## src/rtl/md_unit.sv

```systemverilog
// ----------------------------------------------------------------------------
// md_unit -- multicycle multiply/divide unit with HI/LO result registers.
//
// MULT/MULTU/DIV/DIVU latch their operands, hold busy for a fixed latency,
// then write {hi,lo} at the edge ending the last busy cycle. MTHI/MTLO write
// hi/lo directly when idle. flush aborts an in-flight operation without
// touching hi/lo.
//
// Configuration macro: MD_UNIT_DIV_EN
//   defined   -> DIV/DIVU supported
//   undefined -> no divider logic; op 2/3 are reported on op_invalid and ignored
// ----------------------------------------------------------------------------
module md_unit #(
    parameter int WIDTH      = 32,
    parameter int MUL_CYCLES = 5,
    parameter int DIV_CYCLES = 10
) (
    input  logic             clk,
    input  logic             reset_n,
    input  logic             start,
    input  logic             flush,
    input  logic [2:0]       op,
    input  logic [WIDTH-1:0] num1,
    input  logic [WIDTH-1:0] num2,
    output logic             busy,
    output logic [WIDTH-1:0] hi,
    output logic [WIDTH-1:0] lo,
    output logic             op_invalid
);

    localparam logic [2:0] OP_MULT  = 3'd0;
    localparam logic [2:0] OP_MULTU = 3'd1;
    localparam logic [2:0] OP_DIV   = 3'd2;
    localparam logic [2:0] OP_DIVU  = 3'd3;
    localparam logic [2:0] OP_MTHI  = 3'd4;
    localparam logic [2:0] OP_MTLO  = 3'd5;

    // Counter holds "cycles remaining minus one"; sized for the longer latency.
    localparam int MAX_CYCLES = (MUL_CYCLES > DIV_CYCLES) ? MUL_CYCLES : DIV_CYCLES;
    localparam int CNT_W      = $clog2(MAX_CYCLES + 1);
    localparam logic [CNT_W-1:0] MUL_LOAD = CNT_W'(MUL_CYCLES - 1);
`ifdef MD_UNIT_DIV_EN
    localparam logic [CNT_W-1:0] DIV_LOAD = CNT_W'(DIV_CYCLES - 1);
`endif

    typedef enum logic [1:0] {
        S_IDLE = 2'd0,
        S_MUL  = 2'd1,
        S_DIV  = 2'd2
    } state_e;

    state_e             state_q, state_d;
    logic [CNT_W-1:0]   cnt_q, cnt_d;
    logic [WIDTH-1:0]   a_q, a_d;
    logic [WIDTH-1:0]   b_q, b_d;
    logic               sgn_q, sgn_d;
    logic [WIDTH-1:0]   hi_q, hi_d;
    logic [WIDTH-1:0]   lo_q, lo_d;

    logic [2*WIDTH-1:0] a_ext, b_ext, prod;

    assign busy = (state_q != S_IDLE);
    assign hi   = hi_q;
    assign lo   = lo_q;

    // Flag unsupported opcodes while a request is presented.
    always_comb begin
        op_invalid = 1'b0;
        if (start) begin
`ifdef MD_UNIT_DIV_EN
            op_invalid = (op > OP_MTLO);
`else
            op_invalid = (op > OP_MTLO) || (op == OP_DIV) || (op == OP_DIVU);
`endif
        end
    end

    // Full-width product: sign-extend for MULT, zero-extend for MULTU.
    always_comb begin
        a_ext = {{WIDTH{sgn_q & a_q[WIDTH-1]}}, a_q};
        b_ext = {{WIDTH{sgn_q & b_q[WIDTH-1]}}, b_q};
        prod  = a_ext * b_ext;
    end

`ifdef MD_UNIT_DIV_EN
    logic             a_neg, b_neg;
    logic [WIDTH-1:0] a_abs, b_abs, q_u, r_u, q_res, r_res;

    // Magnitude divide, then restore signs: quotient truncates toward zero,
    // remainder takes the dividend's sign. MIN/-1 falls out as MIN rem 0.
    always_comb begin
        a_neg = sgn_q & a_q[WIDTH-1];
        b_neg = sgn_q & b_q[WIDTH-1];
        a_abs = a_neg ? (~a_q + 1'b1) : a_q;
        b_abs = b_neg ? (~b_q + 1'b1) : b_q;
        q_u   = '0;
        r_u   = '0;
        if (b_abs != '0) begin
            q_u = a_abs / b_abs;
            r_u = a_abs % b_abs;
        end
        q_res = (a_neg ^ b_neg) ? (~q_u + 1'b1) : q_u;
        r_res = a_neg ? (~r_u + 1'b1) : r_u;
        if (b_q == '0) begin
            q_res = '1;
            r_res = a_q;
        end
    end
`endif

    // Next-state logic: accept, countdown, result write-back, moves, flush.
    always_comb begin
        // NOTE: every target gets a default first so no path can infer a latch.
        state_d = state_q;
        cnt_d   = cnt_q;
        a_d     = a_q;
        b_d     = b_q;
        sgn_d   = sgn_q;
        hi_d    = hi_q;
        lo_d    = lo_q;

        if (flush) begin
            state_d = S_IDLE;
            cnt_d   = '0;
        end else begin
            case (state_q)
                S_IDLE: begin
                    if (start) begin
                        case (op)
                            OP_MULT, OP_MULTU: begin
                                state_d = S_MUL;
                                cnt_d   = MUL_LOAD;
                                a_d     = num1;
                                b_d     = num2;
                                sgn_d   = (op == OP_MULT);
                            end
`ifdef MD_UNIT_DIV_EN
                            OP_DIV, OP_DIVU: begin
                                state_d = S_DIV;
                                cnt_d   = DIV_LOAD;
                                a_d     = num1;
                                b_d     = num2;
                                sgn_d   = (op == OP_DIV);
                            end
`endif
                            OP_MTHI: hi_d = num1;
                            OP_MTLO: lo_d = num1;
                            default: ;
                        endcase
                    end
                end
                S_MUL: begin
                    if (cnt_q == '0) begin
                        {hi_d, lo_d} = prod;
                        state_d      = S_IDLE;
                    end else begin
                        cnt_d = cnt_q - 1'b1;
                    end
                end
`ifdef MD_UNIT_DIV_EN
                S_DIV: begin
                    if (cnt_q == '0) begin
                        hi_d    = r_res;
                        lo_d    = q_res;
                        state_d = S_IDLE;
                    end else begin
                        cnt_d = cnt_q - 1'b1;
                    end
                end
`endif
                default: begin
                    state_d = S_IDLE;
                    cnt_d   = '0;
                end
            endcase
        end
    end

    // State, counter, operand and HI/LO registers.
    always_ff @(posedge clk or negedge reset_n) begin
        if (!reset_n) begin
            state_q <= S_IDLE;
            cnt_q   <= '0;
            // NOTE: operand latches are reset too; they are few flops and this keeps every state bit X-free.
            a_q     <= '0;
            b_q     <= '0;
            sgn_q   <= 1'b0;
            hi_q    <= '0;
            lo_q    <= '0;
        end else begin
            // NOTE: non-blocking assignments so all registers update from pre-edge values.
            state_q <= state_d;
            cnt_q   <= cnt_d;
            a_q     <= a_d;
            b_q     <= b_d;
            sgn_q   <= sgn_d;
            hi_q    <= hi_d;
            lo_q    <= lo_d;
        end
    end

endmodule
```

## config.mk

```make
export PLATFORM = sky130hd
export DESIGN_NAME = md_unit
export DESIGN_NICKNAME = d
export VERILOG_FILES = /design/src/rtl/md_unit.sv
export SDC_FILE = /design/constraint.sdc
export NUM_CORES = 2
export LEC_CHECK = 0
export BUFFER_PORTS_ARGS = -buffer_cell sky130_fd_sc_hd__buf_2
export CAP_MARGIN = 0
export CORE_MARGIN = 10
export CORE_UTILIZATION = 70
export CTS_CLUSTER_SIZE = 28
export DETAILED_ROUTE_END_ITERATION = 6
export PLACE_DENSITY = 0.92
export SLEW_MARGIN = 20
export SYNTH_ARGS = -nofsm -noshare
export SYNTH_HDL_FRONTEND = slang
export SYNTH_SLANG_ARGS = --single-unit
```

## constraint.sdc

```tcl
create_clock -name clk -period 16 [get_ports clk]
set_input_delay 1.6 -clock clk [delete_from_list [all_inputs] [get_ports clk]]
set_output_delay 1.6 -clock clk [all_outputs]
set_load 0.05 [all_outputs]
```

==> summary.txt <==
Clock network
  – Clk sink count: between 100 and 150
  – Num CTS Buffers: 17
  – Root buffer cell: clkbuf_16
  – Worst-Skew Late Latency: ~0.47 ns
  – Setup bufs post-CTS: 0
  – H-tree depth: 4
  – Clk buf depth: 2
  – Post_cts resized: 0
  – Clock slew at reported path FFs: 0.07 ns
  – CTS tree: done
  – Hold buffers post-CTS: 0

Place
  – Placed wire-length estimate: 98400 um
  – # port buffers: about 140
  – Global placement routability congestion: 0.980

Timing
  – Crit path time final: about 9.7 ns
  – Worst-margin pin slew: around 1.1 ns
  – Slew headroom: between 20% and 30%
  – Final hold vios: 0
  – Fmax: between 100 and 150 MHz
  – Count of pins over their slew limit: 0
  – Setup TNS: 0 ns
  – RSZ-0062 raised after global routing: no
  – Fin Clk Skew: just under 0.02 ns
  – Period utilization: between 60% and 70%
  – Final setup vio count: 0

Detailed routing
  – WL/cell: 23.2 um
  – Vias per cell: 6.19
  – Drt pass-1 iters: 7
  – WL final: about 130000 um
  – DRT antenna net count: 0
  – Drt initial violations: approximately 3400
  – Vias: roughly 34000
  – DRC violations left: 4

Worst setup path
  – Reg2Reg Setup Slack: between 6 and 7 ns
  – Crit. End Element: flop
  – Crit path max fanout: 22
  – Slowest Stage Delay on Critical Path: 0.90 ns
  – Crit path DAT: 10.01 ns
  – Critical Path Source Type: flop
  – Critical Path RT: approximately 16 ns
  – Most frequent CP cell: fa_1
  – Critical path class: flop to flop
  – Slowest stage cell on the critical path: fa_1

Yosys
  – Post-Synthesis Cell Area: 43700 um^2
  – FFs w/ async S/R, synth: 100%
  – Cell taking the most area after synthesis: fa_1
  – Synth top area share: 51.6%
  – Synth Instances: about 4700
  – Count leader, synth: inv_1
  – Warnings, synthesis: 0
  – #FFs+latches synth: 134
  – Post-synth top cells: inv_1, fa_1, nand2_1
  – Post-synth EDFFs: 0
  – Synth unique cells: between 60 and 70
  – Syn avg cell area: between 9 and 10 um^2
  – Sequential share of the synthesized area: under 10%
  – Top cells by area, synth: fa_1, inv_1, dfrtp_1
  – Dominant synthesized flop cell: dfrtp_1
  – Syn nets: 6110

Floorplanning
  – Starting density of the core: a little over two thirds
  – CORE AREA: just over 60000 um^2
  – Num rows: a little over 90
  – Die width: approximately 270 um
  – Die H: around 270 um
  – Top-Level Pins: 137
  – DIE AREA: around 73000 um^2

Final layout
  – Nets: between 6000 and 7000
  – Area growth, synth to finish: 4.15%
  – Share of layout cells above drive strength 1: between 7 and 8%
  – Fillcell total: 3907

GRT
  – First-pass GRT wire length: between 200000 and 250000 um
  – Gr usage total: a little over a third
  – Vias in the first global route: 39100
  – GRT overflow: 0
  – Initial antenna violation count: 10
  – Largest net degree at the start of global routing: 95

Run
  – # Max-Cap Violations: 0

Worst hold path
  – Hold crit path type: flop to flop

Run status
  – Failing checks: design-rule violations
  – Status: finished, violations left
==> metal layers <==
metal	part of all wire [%]	GRT usage (%)	up-vias
met3	12	9.26	970
met4	10	31.3	12
met5	0.063	0	-
li1	-	-	13500
met2	48	59.4	2504
met1	30	38.8	17100
==> logic make-up after synthesis <==
kind of cell	share of synthesized area [%]
AO/OA/AOI/OAI	4.24
XOR/XNOR	1.52
adder cells (fa/ha/maj)	57.7
buffers and inverters	12.2
flip-flops	7.68
multiplexers	2.13
AND/OR/NAND/NOR	14.5
==> worst paths after layout <==
path / endpoint / cells past startpoint / startpoint
max: hi[29] / 28 / sgn_q
min: hi[3] / 2 / hi[3]
max reg2reg: hi[29] / 28 / sgn_q
min reg2reg: hi[3] / 2 / hi[3]
max in group asynchronous: state_q[0] / 2 / reset_n
min in group asynchronous: b_q[9] / 1 / reset_n
==> metrics by stage <==
| step | hold WS [ns] | util [%] | instance area [um^2] | setup WS (ns) | cells |
|---|---|---|---|---|---|
| CTS | 0.479 | 73.7 | 45500 | 6.52 | 5498 |
| global placement | 0.459 | 72.7 | 44900 | 6.76 | 5466 |
| detailed placement | 0.466 | 72.7 | 44900 | 6.54 | 5466 |
| floorplan | 0.496 | - | 43700 | 7.76 | 4701 |
| finish | 0.479 | 73.7 | 45500 | 6.32 | 5503 |
| global route | 0.504 | 73.7 | 45500 | 5.94 | 5500 |
==> critical path, delay by kind of cell, from the launching register on <==
kind / cells / cell delay, ns
buffers and inverters: 7 / 1.10
adder cells (fa/ha/maj): 9 / 4.70
flip-flops: 1 / 0.86
AO/OA/AOI/OAI: 8 / 1.69
AND/OR/NAND/NOR: 3 / 1.00
XOR/XNOR: 1 / 0.17
==> cell usage in the layout (no fill, tap or decap), types with 12 or more instances in the layout <==
cell type | synthesis | layout
a21o_1 | 21 | 21
a21oi_1 | 102 | 102
a31oi_1 | 12 | 12
and2_1 | 349 | 349
and3_1 | 27 | 27
buf_2 | 9 | 135
buf_4 | 0 | 69
clkbuf_16 | 0 | 17
dfrtp_1 | 134 | 130
fa_1 | 1125 | 1124
ha_1 | 213 | 213
inv_1 | 1133 | 1133
mux2_2 | 64 | 64
mux2i_1 | 21 | 21
nand2_1 | 798 | 798
nand3_1 | 13 | 13
nand4_1 | 20 | 20
nor2_1 | 67 | 67
nor2b_1 | 19 | 19
nor3_1 | 12 | 12
nor3b_1 | 14 | 14
o21ai_0 | 95 | 95
o21bai_1 | 15 | 15
xnor2_1 | 56 | 56
xor2_1 | 20 | 20
==> state kept, by name, summed over array words and instances (netlist names) <==
signal and flops:
a_q 32, b_q 32, cnt_q 4, hi 32, lo 32, sgn_q 1
state_q 1
==> area by class of cell <==
cell class                      instances  area [um^2]  area share (%)
Multi-Input combinational cell       3157        35000            77.0
Inverter                             1133         4250            9.35
Sequential cell                       134         3360            7.39
Timing Repair Buffer                  205         1200            2.65
Tap cell                              837         1050            2.30
Clock buffer                           18          439           0.966
Clock inverter                         14          156           0.344
Antenna cell                            5         12.5          0.0275
Power is left out: the tool's default activity adds up to more than one toggle a clock period on the data nets, which glitch-free logic cannot reach.
